## src/rtl/robo_ambiente.sv

```systemverilog
// Plant model for the wall-following controller: robot pose, timed move/turn FSM
// and a bit-per-cell wall map. head/left are combinational wall lookups around the robot.
module robo_ambiente #(
    parameter int GRID_W      = 8,
    parameter int GRID_H      = 8,
    parameter int CW          = 3,
    parameter int X0          = 0,
    parameter int Y0          = 0,
    parameter int DIR0        = 0,
    parameter int MOVE_CYCLES = 4,
    parameter int TURN_CYCLES = 2
) (
    input  logic          clock,
    input  logic          reset,
    input  logic          avancar,
    input  logic          girar,
    input  logic          mapa_we,
    input  logic [CW-1:0] mapa_x,
    input  logic [CW-1:0] mapa_y,
    input  logic          mapa_din,
    output logic          head,
    output logic          left,
    output logic [CW-1:0] pos_x,
    output logic [CW-1:0] pos_y,
    output logic [1:0]    direcao,
    output logic          ocupado,
    output logic          colisao,
    output logic          erro,
    output logic [15:0]   passos
);

    typedef enum logic [1:0] {
        PARADO,
        MOVENDO,
        GIRANDO
    } state_t;

    localparam int            CELLS = GRID_W * GRID_H;
    localparam int            IW    = (CELLS > 1) ? $clog2(CELLS) : 1;
    localparam logic [CW:0]   LP_W  = (CW+1)'(GRID_W);
    localparam logic [CW:0]   LP_H  = (CW+1)'(GRID_H);

    state_t           r_state;
    logic [15:0]      r_cnt;
    logic [CW-1:0]    r_x;
    logic [CW-1:0]    r_y;
    logic [1:0]       r_dir;
    logic [CW-1:0]    r_dest_x;
    logic [CW-1:0]    r_dest_y;
    logic [CELLS-1:0] r_mapa;
    logic             r_ocupado;
    logic             r_colisao;
    logic             r_erro;
    logic [15:0]      r_passos;

    logic [2*CW+1:0]  w_ahead;
    logic [2*CW+1:0]  w_side;
    logic             w_map_ok;
    logic [IW-1:0]    w_map_idx;

    // One-cell step in CW+1 bits: stepping off either edge lands on a value >= grid size.
    function automatic logic [2*CW+1:0] f_step(input logic [CW:0] x, input logic [CW:0] y,
                                               input logic [1:0] d);
        logic [CW:0] nx;
        logic [CW:0] ny;
        nx = x;
        ny = y;
        case (d)
            2'd0:    ny = y + 1'b1;
            2'd1:    nx = x + 1'b1;
            2'd2:    ny = y - 1'b1;
            default: nx = x - 1'b1;
        endcase
        return {nx, ny};
    endfunction

    function automatic logic f_wall(input logic [CELLS-1:0] m, input logic [CW:0] x,
                                    input logic [CW:0] y);
        logic [IW-1:0] idx;
        if (x >= LP_W || y >= LP_H) return 1'b1;
        idx = IW'(int'(y) * GRID_W + int'(x));
        return m[idx];
    endfunction

    // NOTE: every variable assigned in always_comb gets a value on every path, so no latch is inferred.
    always_comb begin
        w_ahead   = f_step({1'b0, r_x}, {1'b0, r_y}, r_dir);
        w_side    = f_step({1'b0, r_x}, {1'b0, r_y}, r_dir - 2'd1);
        head      = f_wall(r_mapa, w_ahead[2*CW+1:CW+1], w_ahead[CW:0]);
        left      = f_wall(r_mapa, w_side[2*CW+1:CW+1], w_side[CW:0]);
        w_map_idx = IW'(int'(mapa_y) * GRID_W + int'(mapa_x));
        w_map_ok  = mapa_we
                 && ({1'b0, mapa_x} < LP_W) && ({1'b0, mapa_y} < LP_H)
                 && !(mapa_x == r_x && mapa_y == r_y)
                 && !(r_state == MOVENDO && mapa_x == r_dest_x && mapa_y == r_dest_y);
    end

    // NOTE: the wall map is a flop array, not RAM, so it can and must clear on reset.
    always_ff @(posedge clock or negedge reset) begin
        if (!reset) begin
            r_mapa <= '0;
        end else if (w_map_ok) begin
            r_mapa[w_map_idx] <= mapa_din;
        end
    end

    // NOTE: sequential state uses non-blocking assignments so every register sees pre-edge values.
    always_ff @(posedge clock or negedge reset) begin
        if (!reset) begin
            r_state   <= PARADO;
            r_cnt     <= '0;
            r_x       <= CW'(X0);
            r_y       <= CW'(Y0);
            r_dir     <= 2'(DIR0);
            r_dest_x  <= CW'(X0);
            r_dest_y  <= CW'(Y0);
            r_ocupado <= 1'b0;
            r_colisao <= 1'b0;
            r_erro    <= 1'b0;
            r_passos  <= '0;
        end else begin
            r_colisao <= 1'b0;
            case (r_state)
                PARADO: begin
                    if (avancar && girar) begin
                        r_erro <= 1'b1;
                    end else if (avancar) begin
                        if (head) begin
                            r_colisao <= 1'b1;
                        end else begin
                            r_state   <= MOVENDO;
                            r_cnt     <= 16'(MOVE_CYCLES - 1);
                            r_dest_x  <= w_ahead[2*CW:CW+1];
                            r_dest_y  <= w_ahead[CW-1:0];
                            r_ocupado <= 1'b1;
                        end
                    end else if (girar) begin
                        r_state   <= GIRANDO;
                        r_cnt     <= 16'(TURN_CYCLES - 1);
                        r_ocupado <= 1'b1;
                    end
                end
                MOVENDO: begin
                    if (r_cnt != '0) begin
                        r_cnt <= r_cnt - 16'd1;
                    end else begin
                        r_x       <= r_dest_x;
                        r_y       <= r_dest_y;
                        r_state   <= PARADO;
                        r_ocupado <= 1'b0;
                        if (r_passos != 16'hFFFF) r_passos <= r_passos + 16'd1;
                    end
                end
                GIRANDO: begin
                    if (r_cnt != '0) begin
                        r_cnt <= r_cnt - 16'd1;
                    end else begin
                        r_dir     <= r_dir + 2'd1;
                        r_state   <= PARADO;
                        r_ocupado <= 1'b0;
                    end
                end
                default: begin
                    r_state   <= PARADO;
                    r_ocupado <= 1'b0;
                end
            endcase
        end
    end

    assign pos_x   = r_x;
    assign pos_y   = r_y;
    assign direcao = r_dir;
    assign ocupado = r_ocupado;
    assign colisao = r_colisao;
    assign erro    = r_erro;
    assign passos  = r_passos;

endmodule

```

## config.mk

```make
export PLATFORM = sky130hd
export DESIGN_NAME = robo_ambiente
export DESIGN_NICKNAME = d
export VERILOG_FILES = /design/src/rtl/robo_ambiente.sv
export SDC_FILE = /design/constraint.sdc
export NUM_CORES = 1
export LEC_CHECK = 0
export ABC_AREA = 1
export CELL_PAD_IN_SITES_DETAIL_PLACEMENT = 0
export CELL_PAD_IN_SITES_GLOBAL_PLACEMENT = 1
export CORE_UTILIZATION = 35
export CTS_CLUSTER_SIZE = 8
export DETAILED_ROUTE_END_ITERATION = 6
export PLACE_DENSITY = 0.69
export SLEW_MARGIN = 15
export SYNTH_ARGS = -nofsm -noshare
export SYNTH_HDL_FRONTEND = slang
export SYNTH_SLANG_ARGS = --single-unit
```

## constraint.sdc

```tcl
create_clock -name clock -period 3.4 [get_ports clock]
set_input_delay 0.68 -clock clock [delete_from_list [all_inputs] [get_ports clock]]
set_output_delay 0.68 -clock clock [all_outputs]
set_load 0.005 [all_outputs]
```

Word-level counts from Yosys, hierarchy flattened
Cells that the tools add are included.
{"block": "classes", "n_addsub": 11, "magnitude_cmp": 8, "eq_ne": 16, "mux": 39, "bitwise": 3, "n_reduce_logical": 26}
{"cell": "$mux W16", "count": 5}
{"cell": "$bwmux W64", "count": 1}
{"cell": "$pmux W16 S2", "count": 1}
{"cell": "$pmux W4 S2", "count": 4}
{"cell": "$lt A6 B7 Y1 const B", "count": 3}
{"cell": "$mux W1", "count": 18}
{"cell": "$add A16 B1 Y16 const B", "count": 1}
{"cell": "$ge A4 B4 Y1 const B", "count": 4}
{"cell": "$ne A16 B16 Y1 const B", "count": 1}
{"cell": "$reduce_bool A16 Y1", "count": 1}
{"cell": "$sub A16 B1 Y16 const B", "count": 1}
{"cell": "$add A6 B4 Y6", "count": 2}
{"cell": "$bmux W1 S6", "count": 2}
{"cell": "$eq A3 B3 Y1", "count": 4}
{"cell": "$mux W2", "count": 5}
{"cell": "$add A3 B1 Y4 const B", "count": 2}
{"cell": "$reduce_and A4 Y1", "count": 2}
{"cell": "$sub A3 B1 Y4 const B", "count": 2}
{"cell": "$logic_and A1 B1 Y1", "count": 7}
{"cell": "$add A6 B3 Y6", "count": 1}
{"cell": "$demux W1 S6", "count": 1}
{"cell": "$eq A2 B1 Y1 const B", "count": 3}
{"cell": "$eq A2 B2 Y1 const B", "count": 3}
{"cell": "$ge A6 B1 Y1 const B", "count": 1}
{"cell": "other kinds (16)", "count": 28}
{"block": "word_totals", "ff_bits": 115, "in_bits": 12, "word_cells": 115}

Longest topological paths before layout
Gate-level depths: netlist of the first run.
{"block": "depth", "ltp_word": 11, "ltp_mapped": 20, "mapped_depth_nobuf": 18}

Worst setup path after synthesis of the first run
No wires, ideal clock.
{"block": "synth_path", "path_kind": "reg-to-output", "startpoint": "register r_dir[0], in the netlist direcao[0]", "endpoint": "output port left", "arrival_time_ps": 2239, "t_required_ps": 2720, "setup_slack_ps": 481, "path_stages_with_launch": 13, "n_path_buf": 1, "path_cell_list": "dfrtp_1 > inv_2 > ha_1 > inv_1 > o22ai_1 > o21ai_1 > clkbuf_1 > nor2_1 > o211ai_1 > nand3_1 > nand3_1 > nand2_1 > nand2_1"}
{"block": "synth_between", "elab_chain_len": 8, "elab_cells_between_ends": 15, "classes_between": "2 x add/sub; 2 x order compare; 2 x eq/ne; 6 x mux; 3 x reduce/logical"}
{"element": "start, declared", "line_no": "47", "rtl": "logic [1:0] r_dir;"}
{"element": "start signal, assigned", "line_no": "114", "rtl": "r_dir <= 2'(DIR0);"}
{"element": "start signal, assigned", "line_no": "158", "rtl": "r_dir <= r_dir + 2'd1;"}
{"element": "$sub A2 B1 Y2 *", "line_no": "88", "rtl": "w_side = f_step({1'b0, r_x}, {1'b0, r_y}, r_dir - 2'd1);"}
{"element": "$eq A2 B2 Y1 or $logic_not A2 Y1 (tied branches)", "line_no": "68", "rtl": "case (d)"}
{"element": "$reduce_or A2 Y1 (no source line)"}
{"element": "$pmux W4 S2", "line_no": "68"}
{"element": "$add A6 B4 Y6 or $ge A4 B4 Y1 (tied branches)", "line_no": "81, 80"}
{"element": "$bmux W1 S6 or $logic_or A1 B1 Y1 (tied branches)", "line_no": "82, 80"}
{"element": "$mux W1 (on tied branches)", "line_no": "82, 80"}
{"element": "$mux W1 *", "line_no": "81", "rtl": "idx = IW'(int'(y) * GRID_W + int'(x));"}
{"element": "end, declared", "line_no": "22", "rtl": "output logic left,"}
Every way passes the cells marked *; elsewhere a longest branch is shown, timed or not. The select of a mux whose other input is x is not followed.

Final worst setup path of the first run
{"block": "layout_path", "startpoint": "register r_dir[0], in the netlist direcao[0]", "endpoint": "output port head"}
{"block": "layout_between", "elab_chain_len": 7, "elab_cells_between_ends": 14, "classes_between": "1 x add/sub; 2 x order compare; 2 x eq/ne; 6 x mux; 3 x reduce/logical"}
{"element": "$eq A2 B2 Y1 or $logic_not A2 Y1 (tied branches)", "line_no": "68"}
{"element": "$reduce_or A2 Y1 (no source line)"}
{"element": "$pmux W4 S2", "line_no": "68"}
{"element": "$add A6 B4 Y6 or $ge A4 B4 Y1 (tied branches)", "line_no": "81, 80"}
{"element": "$bmux W1 S6 or $logic_or A1 B1 Y1 (tied branches)", "line_no": "82, 80"}
{"element": "$mux W1 (on tied branches)", "line_no": "82, 80"}
{"element": "$mux W1 *", "line_no": "81"}
{"element": "end, declared", "line_no": "21", "rtl": "output logic head,"}
Marks and branches as above.

==> metrics.md, run 1 <==
| Metric | Value |
|---|---|
| GP Congestion | `about 0.86` |
| Switching Fraction | `between 40% and 50%` |
| Layout net count | `1155` |
| Most frequent cell after synthesis | `nand2_1` |
| Power Density | `roughly 1000 nW/um2` |
| Filler cell count | `between 2000 and 2500` |
| Reg power frac | `between 10% and 20%` |
| Area Growth Syn to Fin | `27.19%` |
| Int Power | `around 0.0052 W` |
| Maximum VDD drop | `roughly 0.00038 V` |
| FF-to-FF End | `r_cnt[8]` |
| Clock skew | `roughly 0.013 ns` |
| Post-synth top area cell | `dfrtp_1` |
| Async SR Flop Fraction | `100.0%` |
| Vias in the first global route | `6753` |
| Diode count | `0` |
| Die area | `between 20000 and 25000 um2` |
| Max_cap viols | `0` |
| Hold Fails Final Rpt | `0` |
| Buffers added on ports | `40` |
| Outcome | `completed` |
| Syn Area/Cell | `7.151 um2` |
| First-pass GRT wire length | `38010 um` |
| Vias per inst | `between 5 and 6` |
| Critical Path AT | `2.61 ns` |
| Post-synth EDFFs | `0` |
| Final period util | `just under 100%` |
| Leakage | `roughly 4.3 nW` |
| Cell count after synthesis | `1034` |
| Seq/Total Area, Yosys | `roughly two fifths` |
| Largest net degree at the start of global routing | `a little under 70` |
| FF-to-FF setup slack | `0.68 ns` |
| First-pass DRT Iterations | `5` |
| Tmin final | `about 3.3 ns` |
| Worst Reg2Reg Path Length in Cells | `17` |
| Seq cells post-synth | `between 100 and 150` |
| H-tree depth | `4` |
| Crit path kind | `register to primary output` |
| Combinational power share | `between 60 and 70%` |
| Die Wd | `roughly 150 um` |
| Final setup fails | `0` |
| Std-Cell Core Area | `between 20000 and 25000 um2` |
| NetSw | `~0.0045 W` |
| Worst Tran Pin Value | `approximately 0.58 ns` |
| GRT Total Usage | `between 20% and 30%` |
| Syn nets | `~1100` |
| CTS Buf Count | `17` |
| Die Y | `roughly 150 um` |
| Max Freq | `a little over 0.3 GHz` |
| Yosys cell types | `43` |
| CTS Buffer Depth | `2` |
| WL/cell | `~17 um` |
| Clock slew at reported path FFs | `around 0.060 ns` |
| Hpwl dp | `between 15000 and 20000 um` |
| Clock Sink Count | `roughly 120` |
| Site Rows | `52` |
| Post-synth top cells | `nand2_1, nand3_1, dfrtp_1` |
| Crit path launch type | `register` |
| Reg area | `between 2000 and 3000 um2` |
| Remaining DRCs | `0` |
| Rel. slew slack | `between 60% and 70%` |
| Gr ovfl total | `0` |
| Top_reg_cell synth | `dfrtp_1` |
| Drt initial violations | `~500` |
| Root Buffer | `clkbuf_16` |
| Yosys warning total | `0` |
| RR Startpoint | `direcao[0]` |
| Slew Viols, Final | `0` |
| Mapped Area | `roughly 7400 um2` |
| Final ANT Viol Nets | `0` |
| Min Hold Slack | `0.1251 ns` |
| Type of destination of the critical path | `primary output` |
| Via Count | `7135` |
| I/O Pins | `41` |
| Final worst slack | `~0.11 ns` |
| Clock Latency Late Sink | `0.43 ns` |
| Area of the multi-input gates | `roughly 4200 um2` |
| Crit-path max FO | `9` |
| Routed WL | `approximately 24000 um` |
| Pre-CTS setup slack | `roughly 0.0019 ns` |
| Dominant cells by area after synthesis | `dfrtp_1, nand2_1, nand3_1, o21ai_0, inv_1` |
| CTS tree | `done` |
| Top cell type's share of synthesized area | `38.92%` |
| Layout cells sized above 1 | `14.76%` |
| Final Core Density | `45.89%` |
| Initial antenna violation count | `0` |
| Clock power frac | `between 10% and 20%` |
| CP Data Required Time | `approximately 2.7 ns` |
| Initial Util | `a little over a third` |
| Hold Path Class | `input port to async pin` |
[state kept, by name (all words and copies together) (netlist names), 3 cells and up]
signal	count
r_dest_x	3
pos_y	3
r_cnt	16
r_dest_y	3
r_mapa	64
passos	16
pos_x	3
[metal layers]
metal / track usage [%] / part of all wire [%] / wire length [um] / up-vias
met1: 31.48 / 47 / 11310 / 3353
met2: 36.34 / 46 / 11230 / 152
li1: - / - / - / 3597
met5: 0 / 0 / 0 / -
met3: 4.472 / 4.8 / 1150 / 33
met4: 7.062 / 2.0 / 486 / 0
[through the flow]
stage	cells	total power (W)	cell area [um2]	setup TNS [ns]
finish	1408	0.009783	9405	0
global route	1408	0.01054	9405	-0.004439
CTS	1404	0.009554	9254	-0.1459
detailed placement	1365	0.007255	8453	0
global placement	1365	0.007262	8453	-0.01521
floorplan	1034	0.005250	7395	0
[layout make-up]
type | instances | share of cell area, %
multi-input cells | 807 | 44.96
flip-flops and latches | 115 | 30.60
repair buffers | 102 | 10.95
clock buffers | 20 | 4.856
well taps | 270 | 3.592
inverters | 82 | 3.419
clock inverters | 12 | 1.623
[timing repair]
item / CTS / global route
resized for setup: 34 / 29
buffers inserted: 6 / 2
gates cloned: 1 / 2
endpoints found under the setup margin: 2 / 2
hold buffers: 0 / 0
hold endpoints to repair: 0 / 0
pin swaps: 4 / 10
[power groups by stage]
| stage | logic, W | registers (W) | clock network [W] |
|---|---|---|---|
| after floorplan | 0.00335 | 0.00190 | 0 |
| after global placement | 0.00532 | 0.00194 | 0 |
| after detailed placement | 0.00532 | 0.00194 | 0 |
| after CTS | 0.00571 | 0.00192 | 0.00193 |
| after global routing | 0.00659 | 0.00196 | 0.00199 |
| final | 0.00597 | 0.00192 | 0.00189 |
[worst max-delay path, stage by stage (launching register included)]
cell,delay [ns]
dfrtp_1,0.42
buf_4,0.15
ha_2,0.18
buf_4,0.17
a21oi_2,0.12
nand2_2,0.11
nand2_4,0.17
clkinv_8,0.11
nand3_1,0.11
nand3_2,0.10
nand3_1,0.09
nand2_1,0.08
nand2_2,0.10
nand3_2,0.10
dlymetal6s2s_1,0.17
[cell families (layout without fill, tap and decap cells)]
family	after synthesis	after routing	synth area share, %
fa+ha+maj	18	18	3.046
xor+xnor	28	28	3.316
simple gates	620	621	37.23
compound gates	134	134	10.10
flops	115	115	38.92
mux	6	6	0.9136
buf+inv	113	216	6.480
[how the worst max path moves through the flow]
| stage | to | from | slack, ns | cells after the start |
|---|---|---|---|---|
| after floorplan | left | direcao[0] | 0.48 | 12 |
| after global placement | head | pos_x[1] | -0.02 | 13 |
| after detailed placement | head | pos_x[1] | 0.002 | 13 |
| after CTS | head | direcao[0] | -0.15 | 15 |
| after global routing | head | direcao[0] | -0.004 | 14 |
| final | head | direcao[0] | 0.11 | 14 |
[cell usage in the layout, fill, tap and decap left out, types with 2 or more instances in the layout]
cell,count
nor2_1,56
xnor2_1,11
inv_6,3
mux2_2,6
nor3_1,20
ha_2,4
buf_6,3
o21a_1,2
o21ai_0,71
dfrtp_1,115
ha_4,4
nand3_2,6
nor2_4,3
nand2_1,374
clkbuf_8,2
clkinv_2,5
o211ai_1,16
nand2_4,6
a221oi_1,2
a31oi_1,3
clkbuf_16,18
inv_1,66
nand2_2,10
nor4_1,3
inv_2,13
clkdlybuf4s50_1,37
ha_1,10
nand2_8,2
o21ai_2,3
xor2_1,16
buf_4,48
a21oi_1,22
nand4_1,11
bufinv_16,3
o21ai_1,8
nor4_4,5
buf_12,9
nand3_1,116
No activity file was read; power rests on OpenSTA's default activity.
==> inputs of run 2 (changes only) <==
- ABC_CLOCK_PERIOD_IN_PS: unset -> 3400
- HOLD_SLACK_MARGIN: unset -> 0.1
==> results of run 2 <==
The final DEF is identical to that of run 1; final timing and power are the same.
